**config.mk**
```make
export PLATFORM = sky130hd
export DESIGN_NAME = reg_hazard_ctrl
export DESIGN_NICKNAME = d
export VERILOG_FILES = /design/src/rtl/reg_hazard_ctrl_pkg.sv /design/src/rtl/reg_hazard_ctrl_fwd_select.sv /design/src/rtl/reg_hazard_ctrl.sv
export SDC_FILE = /design/constraint.sdc
export NUM_CORES = 1
export LEC_CHECK = 0
export BUFFER_PORTS_ARGS = -buffer_cell sky130_fd_sc_hd__clkbuf_2
export CAP_MARGIN = 20
export CORE_UTILIZATION = 45
export DETAILED_ROUTE_END_ITERATION = 6
export PLACE_DENSITY = 0.64
export SYNTH_ARGS = -nofsm -noshare
export SYNTH_HDL_FRONTEND = slang
export SYNTH_SLANG_ARGS = --single-unit
```
**constraint.sdc**
```tcl
create_clock -name clk -period 3.5 [get_ports clk]
set_clock_uncertainty 0.1 [all_clocks]
set_input_delay 0 -clock clk [delete_from_list [all_inputs] [get_ports clk]]
set_output_delay 0 -clock clk [all_outputs]
set_load 0.02 [all_outputs]
```
**src/rtl/reg_hazard_ctrl_pkg.sv**
```systemverilog
// Shared definitions for the register hazard controller: tag layout and the
// forwarding-source encodings also consumed by the ID bypass mux.
package reg_hazard_ctrl_pkg;

   localparam int unsigned REG_AW = 5;
   localparam int unsigned FWD_W  = 2;

   // In-flight destination tag, MSB first: {valid, we, waddr, is_load}
   typedef struct packed {
      logic              valid;
      logic              we;
      logic [REG_AW-1:0] waddr;
      logic              is_load;
   } tag_t;

   localparam int unsigned TAG_W         = $bits(tag_t);
   localparam int unsigned TAG_LOAD_BIT  = 0;
   localparam int unsigned TAG_WADDR_LSB = 1;
   localparam int unsigned TAG_WE_BIT    = TAG_WADDR_LSB + REG_AW;
   localparam int unsigned TAG_VALID_BIT = TAG_WE_BIT + 1;

   localparam logic [FWD_W-1:0] FWD_RF  = 2'd0;
   localparam logic [FWD_W-1:0] FWD_EX  = 2'd1;
   localparam logic [FWD_W-1:0] FWD_MEM = 2'd2;
   localparam logic [FWD_W-1:0] FWD_WB  = 2'd3;

   localparam tag_t TAG_NONE = '0;

   // A stage can supply a value only if it holds a live GPR write to raddr
   function automatic logic tag_hit(input tag_t t, input logic [REG_AW-1:0] raddr);
      return t.valid & t.we & (t.waddr == raddr);
   endfunction

endpackage

```
**src/rtl/reg_hazard_ctrl_fwd_select.sv**
```systemverilog
// Priority matcher for one ID read port: picks the youngest in-flight writer
// (EX > MEM > WB) and flags a load still sitting in EX.
module fwd_select
   import reg_hazard_ctrl_pkg::*;
(
   input  logic              re,
   input  logic [4:0]        raddr,
   input  logic [TAG_W-1:0]  t_ex,
   input  logic [TAG_W-1:0]  t_mem,
   input  logic [TAG_W-1:0]  t_wb,
   output logic [FWD_W-1:0]  sel_c,
   output logic              ld_hit_c
);

   tag_t ex_tag;
   tag_t mem_tag;
   tag_t wb_tag;
   logic port_en;

   assign ex_tag  = tag_t'(t_ex);
   assign mem_tag = tag_t'(t_mem);
   assign wb_tag  = tag_t'(t_wb);

   // GPR 0 is never forwarded, so $0 writes in flight can never match
   assign port_en = re & (raddr != '0);

   always_comb begin
      sel_c    = FWD_RF;
      ld_hit_c = 1'b0;
      if (port_en) begin
         if (tag_hit(ex_tag, raddr)) begin
            sel_c = FWD_EX;
         end else if (tag_hit(mem_tag, raddr)) begin
            sel_c = FWD_MEM;
         end else if (tag_hit(wb_tag, raddr)) begin
            sel_c = FWD_WB;
         end
         ld_hit_c = ex_tag.valid & ex_tag.is_load & (ex_tag.waddr == raddr);
      end
   end

endmodule

```
**src/rtl/reg_hazard_ctrl.sv**
```systemverilog
// Register-file hazard controller: shadow EX/MEM/WB destination tags,
// per-port forwarding select, load-use and divider interlocks.
module reg_hazard_ctrl
   import reg_hazard_ctrl_pkg::*;
#(
   parameter int unsigned DIV_CYCLES = 33,
   parameter int unsigned CNT_W      = 6
) (
   input  logic        clk,
   input  logic        resetn,
   input  logic        stall_in,
   input  logic        flush,
   input  logic        id_valid,
   input  logic        id_re1,
   input  logic        id_re2,
   input  logic [4:0]  id_raddr1,
   input  logic [4:0]  id_raddr2,
   input  logic        id_we,
   input  logic [4:0]  id_waddr,
   input  logic        id_is_load,
   input  logic        id_is_div,
   output logic [1:0]  fwd_sel1,
   output logic [1:0]  fwd_sel2,
   output logic        stall_id,
   output logic        ex_bubble,
   output logic        div_busy
);

   tag_t             t_ex, t_mem, t_wb;
   tag_t             t_ex_nxt, t_mem_nxt, t_wb_nxt;
   tag_t             id_tag;
   logic [CNT_W-1:0] div_cnt, div_cnt_nxt;
   logic             ex_div_pend, ex_div_pend_nxt;
   logic             div_busy_nxt;
   logic             ld_hit1, ld_hit2;
   logic             load_use, div_hold, issue;

   fwd_select u_fwd1 (
      .re       (id_re1),
      .raddr    (id_raddr1),
      .t_ex     (t_ex),
      .t_mem    (t_mem),
      .t_wb     (t_wb),
      .sel_c    (fwd_sel1),
      .ld_hit_c (ld_hit1)
   );

   fwd_select u_fwd2 (
      .re       (id_re2),
      .raddr    (id_raddr2),
      .t_ex     (t_ex),
      .t_mem    (t_mem),
      .t_wb     (t_wb),
      .sel_c    (fwd_sel2),
      .ld_hit_c (ld_hit2)
   );

   // Interlocks and next-state of the tag pipe and divide counter
   always_comb begin
      id_tag          = '{valid: 1'b1, we: id_we, waddr: id_waddr, is_load: id_is_load};
      t_ex_nxt        = t_ex;
      t_mem_nxt       = t_mem;
      t_wb_nxt        = t_wb;
      div_cnt_nxt     = div_cnt;
      ex_div_pend_nxt = ex_div_pend;

      // A divide that just entered EX blocks exactly like a running one
      div_hold  = div_busy | ex_div_pend;
      load_use  = ld_hit1 | ld_hit2;
      stall_id  = id_valid & (load_use | div_hold);
      ex_bubble = stall_id & ~stall_in & ~div_hold;
      issue     = id_valid & ~stall_id;

      if (flush) begin
         t_ex_nxt        = TAG_NONE;
         t_mem_nxt       = TAG_NONE;
         t_wb_nxt        = TAG_NONE;
         div_cnt_nxt     = '0;
         ex_div_pend_nxt = 1'b0;
      end else if (!stall_in) begin
         if (ex_div_pend) begin
            div_cnt_nxt     = CNT_W'(DIV_CYCLES - 1);
            ex_div_pend_nxt = 1'b0;
            t_mem_nxt       = TAG_NONE;
            t_wb_nxt        = t_mem;
         end else if (div_busy) begin
            div_cnt_nxt = div_cnt - CNT_W'(1);
            t_mem_nxt   = TAG_NONE;
            t_wb_nxt    = t_mem;
         end else begin
            t_wb_nxt        = t_mem;
            t_mem_nxt       = t_ex;
            t_ex_nxt        = issue ? id_tag : TAG_NONE;
            ex_div_pend_nxt = issue & id_is_div;
         end
      end

      div_busy_nxt = (div_cnt_nxt != '0);
   end

   always_ff @(posedge clk or negedge resetn) begin
      if (!resetn) begin
         t_ex        <= TAG_NONE;
         t_mem       <= TAG_NONE;
         t_wb        <= TAG_NONE;
         div_cnt     <= '0;
         ex_div_pend <= 1'b0;
         div_busy    <= 1'b0;
      end else begin
         t_ex        <= t_ex_nxt;
         t_mem       <= t_mem_nxt;
         t_wb        <= t_wb_nxt;
         div_cnt     <= div_cnt_nxt;
         ex_div_pend <= ex_div_pend_nxt;
         div_busy    <= div_busy_nxt;
      end
   end

endmodule
```
==> reports/metrics.yaml, run 1 <==
synth:
  synth_sequential_area_ratio_pct: 43.5
  synth_fp_nets: 207
  synth_edf_count: 0
  syn_inst: 181
  ys_types: 32
  yosys-top-cells-area: "sky130_fd_sc_hd__dfrtp_1, sky130_fd_sc_hd__xnor2_1, sky130_fd_sc_hd__xor2_1, sky130_fd_sc_hd__nor2_1, sky130_fd_sc_hd__nand2_1"
  synth.area.mux_share_pct: 4.06
  syn-mean-instance-area_um2: 9.53
  synth_top_family_by_area: "simple AND/OR/NAND/NOR gates"
  synth.yosys.warnings: 0
  synthDominantCellAreaShare_pct: 43.5
  adder_cell_area_share_of_the_yosys_netlist_pct: 0.726
  synth_seq_cells: 30
  syn_area_um2: 1720
  synth-compound-area-share_pct: 11.1
  largest_area_contributor_in_the_netlist: "sky130_fd_sc_hd__dfrtp_1"
  synthXorXnorAreaFrac_pct: 17.8
  synth_top_flop_cell: "sky130_fd_sc_hd__dfrtp_1"
  synth-async-reset-ratio_pct: 100
  synth_simple_gate_area_share_pct: 20.6
drt:
  detailroute.via_count: 1460
  avgRoutedWirePerCell_um: 14.8
  drt-vias-per-instance: 5.35
  first_pass_iters: 4
  drt_drc_violations_left: 0
  detailedRoute.firstIterationViolations: 73
  postRouteAntennaNets: 0
  wl_um: 4030
setup_path:
  worst_setup_path_end_kind: "primary output"
  timing.critical_path.arrival_ps: 2190
  path_max_fanout: 11
  worst_reg2reg_path_length_in_cells: 5
  worst-r2r-setup-slack_ps: 1450
  startpoint_of_the_most_critical_setup_path: "t_ex[5]"
  critPathKind: "flop to primary output"
  worst_setup_path_start_kind: "flop"
  worst_r2r_startpoint: "div_cnt[2]"
  endpoint: "ex_bubble"
  r2r_end: "div_busy"
  required_ps: 3400
layout:
  antenna_cells: 0
  design.final.nets: 250
  area_growth_syn_to_layout_pct: 21.8
  fillers: 343
  layout.cells.most_common_list: "sky130_fd_sc_hd__clkbuf_2, sky130_fd_sc_hd__dfrtp_1, sky130_fd_sc_hd__nor2_1"
  multi_input_gate_area_um2: 936
  register_area_um2: 751
  final_common_cell: "sky130_fd_sc_hd__clkbuf_2"
  fraction_of_layout_cells_with_a_size_suffix_above_1_pct: 18.7
timing:
  timing.final.max_slew_violations: 0
  worst_slew_margin_rel_pct: 52.6
  finalSetupViolCount: 0
  worst_pin_slew_ps: 711
  setup_repair_after_global_routing_missed_its_margin: "false"
  tns_ps: 0
  timing.fmax_ghz: 0.436
  finalHoldViolations: 0
  fin_hold_ws_ps: 105
  period_minus_slack_ps: 2290
  period_share_pct: 65.5
die:
  die_area_um2: 4080
  dieWidth_um: 63.9
  chipHeight_um: 63.9
  design.core.area_um2: 3660
  placementRows: 22
  io_pins: 32
  initial_cell_density_of_the_core_pct: 47.1
cts:
  worst_skew_pair_latency_ps: 280
  ctsHtreeMaxLevel: 2
  cts_inserted_buffers: 5
  postCtsSetupRepairBufs: 0
  cts_tree: "done"
  cts_num_sinks: 30
  cts.clk_slew.worst_paths_ps: 60
  maximum_number_of_buffers_from_clock_root_to_sink: 2
  ctsRootBufferMaster: "sky130_fd_sc_hd__clkbuf_8"
global_route:
  number_of_antenna_violations_at_the_first_check_in_global_routing: 0
  grt.overflow.total: 0
  globalRouteTotalUtil_pct: 21.9
  grt_first_pass_wirelength_um: 6800
  grt_start_max_net_pins: 31
  grt_pass1_vias: 1417
hold_path:
  worstHoldPathCells: 2
  min_path_type: "input pin to flop"
  worst_hold_startpoint: "flush"
pwr:
  static_leakage_nw: 0.958
  power_per_cell_area_nw_per_um2: 453
  worst_ir_drop_vdd_uv: 329
place:
  gp_congestion: 0.875
  portBuffers: 31
  hpwl_after_detailed_placement_um: 2960
run_status:
  status: "finished, final reports clean"
flow_run:
  max-cap-violations: 0
## report_power, final
group | switching, mW | internal [mW]
clock network | 0.122 | 0.158
logic | 0.132 | 0.109
registers | 0.0431 | 0.387
## logic make-up (layout without fill, tap and decap cells)
| kind of cell | count (synthesis) | after routing |
|---|---|---|
| buffers and inverters | 7 | 51 |
| adders and majority gates | 1 | 1 |
| DFF | 30 | 30 |
| muxes | 7 | 7 |
| xor gates and xnor gates | 35 | 35 |
| AOI/OAI and AO/OA | 26 | 26 |
| and+or+nand+nor | 75 | 75 |
## cell usage after synthesis, types with 3 or more instances
cell type,n
sky130_fd_sc_hd__nor2_1,24
sky130_fd_sc_hd__o31a_1,3
sky130_fd_sc_hd__or4_1,3
sky130_fd_sc_hd__xnor2_1,21
sky130_fd_sc_hd__nor4_1,7
sky130_fd_sc_hd__nand4_1,4
sky130_fd_sc_hd__nor3_1,5
sky130_fd_sc_hd__nand2b_1,3
sky130_fd_sc_hd__nand2_1,22
sky130_fd_sc_hd__o21ai_1,7
sky130_fd_sc_hd__xor2_1,14
sky130_fd_sc_hd__dfrtp_1,30
sky130_fd_sc_hd__a22oi_1,7
sky130_fd_sc_hd__mux2i_1,7
sky130_fd_sc_hd__a21oi_1,3
## registers in the layout (all words and copies together) (netlist names)
register	cells
t_wb	7
div_busy	1
t_ex	8
div_cnt	6
ex_div_pend	1
t_mem	7
## how the worst min path moves through the flow
| stage | slack (ps) | endpoint |
|---|---|---|
| floorplan | -400 | div_busy |
| global placement | -20 | div_cnt[2] |
| detailed placement | -10 | div_cnt[2] |
| CTS | 100 | t_wb[5] |
| global route | 140 | t_wb[1] |
| finish | 100 | t_mem[7] |
## worst max-delay path: stages (launching register included)
cell and delay, ps:
sky130_fd_sc_hd__dfrtp_1 440, sky130_fd_sc_hd__xnor2_1 200, sky130_fd_sc_hd__nand3_1 120, sky130_fd_sc_hd__nor4_1 360, sky130_fd_sc_hd__o211a_1 410, sky130_fd_sc_hd__and3_1 220, sky130_fd_sc_hd__clkbuf_2 160
## cell type report
cell class / instances / share of cell area [%]
Multi-Input combinational cell: 144 / 44.6
Sequential cell: 30 / 35.7
Timing Repair Buffer: 41 / 12.2
Clock buffer: 7 / 4.11
Tap cell: 48 / 2.86
Inverter: 2 / 0.357
Clock inverter: 1 / 0.238
## per-stage QoR
step / setup WS (ps) / power [mW] / cell area, um^2 / util [%] / std cells
CTS: 1200 / 0.960 / 2100 / 57.4 / 273
detailed placement: 1500 / 0.668 / 1910 / 52.2 / 255
floorplan: 1600 / 0.592 / 1720 / - / 181
global placement: 1510 / 0.659 / 1910 / 52.2 / 255
global route: 1020 / 1.01 / 2100 / 57.4 / 273
finish: 1210 / 0.952 / 2100 / 57.4 / 273
## routing by layer
layer | share of wire, % | GRT usage, %
met1 | 45 | 28.7
met2 | 48 | 35.1
met3 | 6.1 | 5.54
met4 | 1.3 | 7.67
met5 | 0 | 0
## timing repair
| action | in CTS | in global routing |
|---|---|---|
| endpoints found under the setup margin | 0 | 0 |
| gates resized for setup | 0 | 0 |
| hold buffers | 10 | 0 |
| endpoints found under the hold margin | 39 | 0 |
No activity file was read; power rests on OpenSTA's default activity.
==> inputs of run 2 (changes only) <==
--- a/config.mk
+++ b/config.mk
@@ -9,7 +9,7 @@
 export CAP_MARGIN = 20
 export CORE_UTILIZATION = 45
 export DETAILED_ROUTE_END_ITERATION = 6
-export PLACE_DENSITY = 0.64
+export PLACE_DENSITY = 0.66
 export SYNTH_ARGS = -nofsm -noshare
 export SYNTH_HDL_FRONTEND = slang
 export SYNTH_SLANG_ARGS = --single-unit
==> constraint.sdc (replaced) <==
create_clock -name clk -period 1.8 [get_ports clk]
set_clock_uncertainty 0.1 [all_clocks]
set_input_delay 0 -clock clk [delete_from_list [all_inputs] [get_ports clk]]
set_output_delay 0 -clock clk [all_outputs]
set_load 0.02 [all_outputs]
==> reports/metrics.yaml, run 2 (same netlist as run 1, synthesis figures left out) <==
run_status:
  status: "finished with violations"
  violations: "negative setup slack"
hold_path:
  timing.hold.worst_endpoint: "div_cnt[5]"
  worstHoldPathCells: 3  # +1
  worst_hold_startpoint: "stall_in"
  min_path_type: "input pin to flop"
cts:
  worst_skew_pair_latency_ps: 280  # about the same
  cts_inserted_buffers: 5  # unchanged
  cts.clk_slew.worst_paths_ps: 70  # about the same
  cts_num_sinks: 30  # unchanged
  cts_tree: "done"
  maximum_number_of_buffers_from_clock_root_to_sink: 2  # unchanged
  ctsRootBufferMaster: "sky130_fd_sc_hd__clkbuf_8"
  ctsHtreeMaxLevel: 2  # unchanged
timing:
  timing.final.max_slew_violations: 0  # unchanged
  period_share_pct: 112
  finalHoldViolations: 0  # unchanged
  timing.final.ws_setup_ps: -212  # -1420 ps
  timing.fmax_ghz: 0.497
  finalSetupViolCount: 15  # +15
  setup_repair_after_global_routing_missed_its_margin: "true"
  worst_slew_margin_rel_pct: 50.3  # -2.2 points
  period_minus_slack_ps: 2010
  worst_pin_slew_ps: 745  # +33.5 ps
global_route:
  number_of_antenna_violations_at_the_first_check_in_global_routing: 0  # unchanged
  grt_pass1_vias: 1694  # +20%
  grt_first_pass_wirelength_um: 7980  # +17%
  globalRouteTotalUtil_pct: 26.5  # +4.6 points
  grt_start_max_net_pins: 31  # unchanged
  grt.overflow.total: 0  # unchanged
setup_path:
  worst_r2r_startpoint: "t_ex[1]"
  worst-r2r-setup-slack_ps: -150  # -1600 ps
  critPathKind: "flop to primary output"
  worst_setup_path_start_kind: "flop"
  required_ps: 1700  # -1700 ps
  critPathBufInv: 1  # unchanged
  cp_slowest_stage_delay_ps: 440  # about the same
  path_max_fanout: 4  # -7
  critPathTopFamily: "simple AND/OR/NAND/NOR gates"
  r2r_end: "t_ex[1]"
  slowest_stage: "sky130_fd_sc_hd__dfrtp_2"
  timing.critical_path.arrival_ps: 1910  # -280 ps
  timing.critical_path.cells: "xnor2_2, nand3_2, nor4_4, o211a_1, and3_4, buf_8"
  worst_reg2reg_path_length_in_cells: 8  # +3
  timing.critical_path.depth: 6  # unchanged
  worst_setup_path_end_kind: "primary output"
die:
  io_pins: 32  # unchanged
  die_area_um2: 4080  # unchanged
  design.core.area_um2: 3660  # unchanged
  chipHeight_um: 63.9  # unchanged
  placementRows: 22  # unchanged
  dieWidth_um: 63.9  # unchanged
  initial_cell_density_of_the_core_pct: 47.1  # unchanged
drt:
  drt-vias-per-instance: 5.45  # +1.9%
  detailedRoute.firstIterationViolations: 69  # -5.5%
  wl_um: 4910  # +22%
  first_pass_iters: 4  # unchanged
  detailroute.via_count: 1657  # +13%
  drt_drc_violations_left: 0  # unchanged
  postRouteAntennaNets: 0  # unchanged
  avgRoutedWirePerCell_um: 16.1  # +9.3%
layout:
  post-route-util_pct: 67.9  # +11 points
  count_of_non_filler_cells_in_the_finished_layout: 304  # +11%
  fillers: 290  # -15%
  multi_input_gate_area_um2: 1050  # +12%
  register_area_um2: 756  # +0.67%
  layout.cells.most_common_list: "sky130_fd_sc_hd__buf_4, sky130_fd_sc_hd__clkbuf_2, sky130_fd_sc_hd__dfrtp_1"
  design.final.nets: 281  # +12%
  largestRegisters: "t_ex: 8 flops, t_mem: 7 flops, t_wb: 7 flops"
  registers.top_by_ff_count: "t_ex"
  area_growth_syn_to_layout_pct: 44.2
  fraction_of_layout_cells_with_a_size_suffix_above_1_pct: 36.3  # +18 points
  antenna_cells: 0  # unchanged
  final_common_cell: "sky130_fd_sc_hd__buf_4"
  largest_register_ff_count: 8  # unchanged
flow_run:
  max-cap-violations: 0  # unchanged
pwr:
  worst_ir_drop_vdd_uv: 823  # +150%
  static_leakage_nw: 1.14  # +19%
  power_per_cell_area_nw_per_um2: 828  # +83%
place:
  hpwl_after_detailed_placement_um: 3320  # +12%
  gp_congestion: 0.905  # +3.5%
  dp_worst_setup_slack_ps: -176  # -1680 ps
  place_inst: 274  # +7.5%
  portBuffers: 31  # unchanged
==> run 2: worst max-delay path by stage <==
stage                     from  slack, ps           to
global placement    div_cnt[0]        -50     div_busy
floorplan           div_cnt[2]        -50     div_busy
detailed placement  div_cnt[0]       -180     div_busy
finish                 t_ex[1]       -210    ex_bubble
CTS                    t_ex[5]       -140  fwd_sel1[0]
global route           t_ex[1]       -300    ex_bubble
==> run 2: what timing repair did <==
item | in CTS | in global routing
resized for setup | 14 | 16
endpoints found under the hold margin | 39 | 0
buffers inserted | 11 | 1
hold buffers | 10 | 0
endpoints found under the setup margin | 15 | 15
pin swaps | 12 | 8
==> run 2: tightest hold or removal path: stages <==
cell                       delay, ps
sky130_fd_sc_hd__clkbuf_2        120
sky130_fd_sc_hd__nand2b_1        150
sky130_fd_sc_hd__a21oi_1          90
==> run 2: stage by stage <==
stage / total power [mW] / area (um^2) / TNS, ps / hold slack, ps
after detailed placement: 1.39 / 2070 / -750 / -3.63
final: 2.06 / 2490 / -2050 / 18.5
after floorplan: 1.16 / 1730 / -49.9 / -396
after CTS: 2.03 / 2410 / -679 / 12.5
after global placement: 1.35 / 2070 / -50.9 / -12.1
after global routing: 2.17 / 2490 / -3340 / 30.4
==> run 2: report_power, final <==
part           internal [mW]  switching, mW
logic                  0.327          0.332
clock network          0.308          0.256
registers              0.754         0.0809
==> run 2: cell type report <==
cell class	instances	share of cell area, %
Timing Repair Buffer	72	21.1
Multi-Input combinational cell	144	42.1
Clock buffer	7	3.47
Sequential cell	30	30.4
Inverter	2	0.302
Tap cell	48	2.42
Clock inverter	1	0.201
==> run 2: routing by layer <==
layer | wire length, um | global-route usage [%] | share of wire [%] | vias to the layer above
li1 | - | - | - | 781
met1 | 1950 | 30.0 | 40 | 810
met2 | 2610 | 47.7 | 53 | 55
met3 | 222 | 5.00 | 4.5 | 11
met4 | 124 | 11.9 | 2.5 | 0
met5 | 0 | 0 | 0 | -
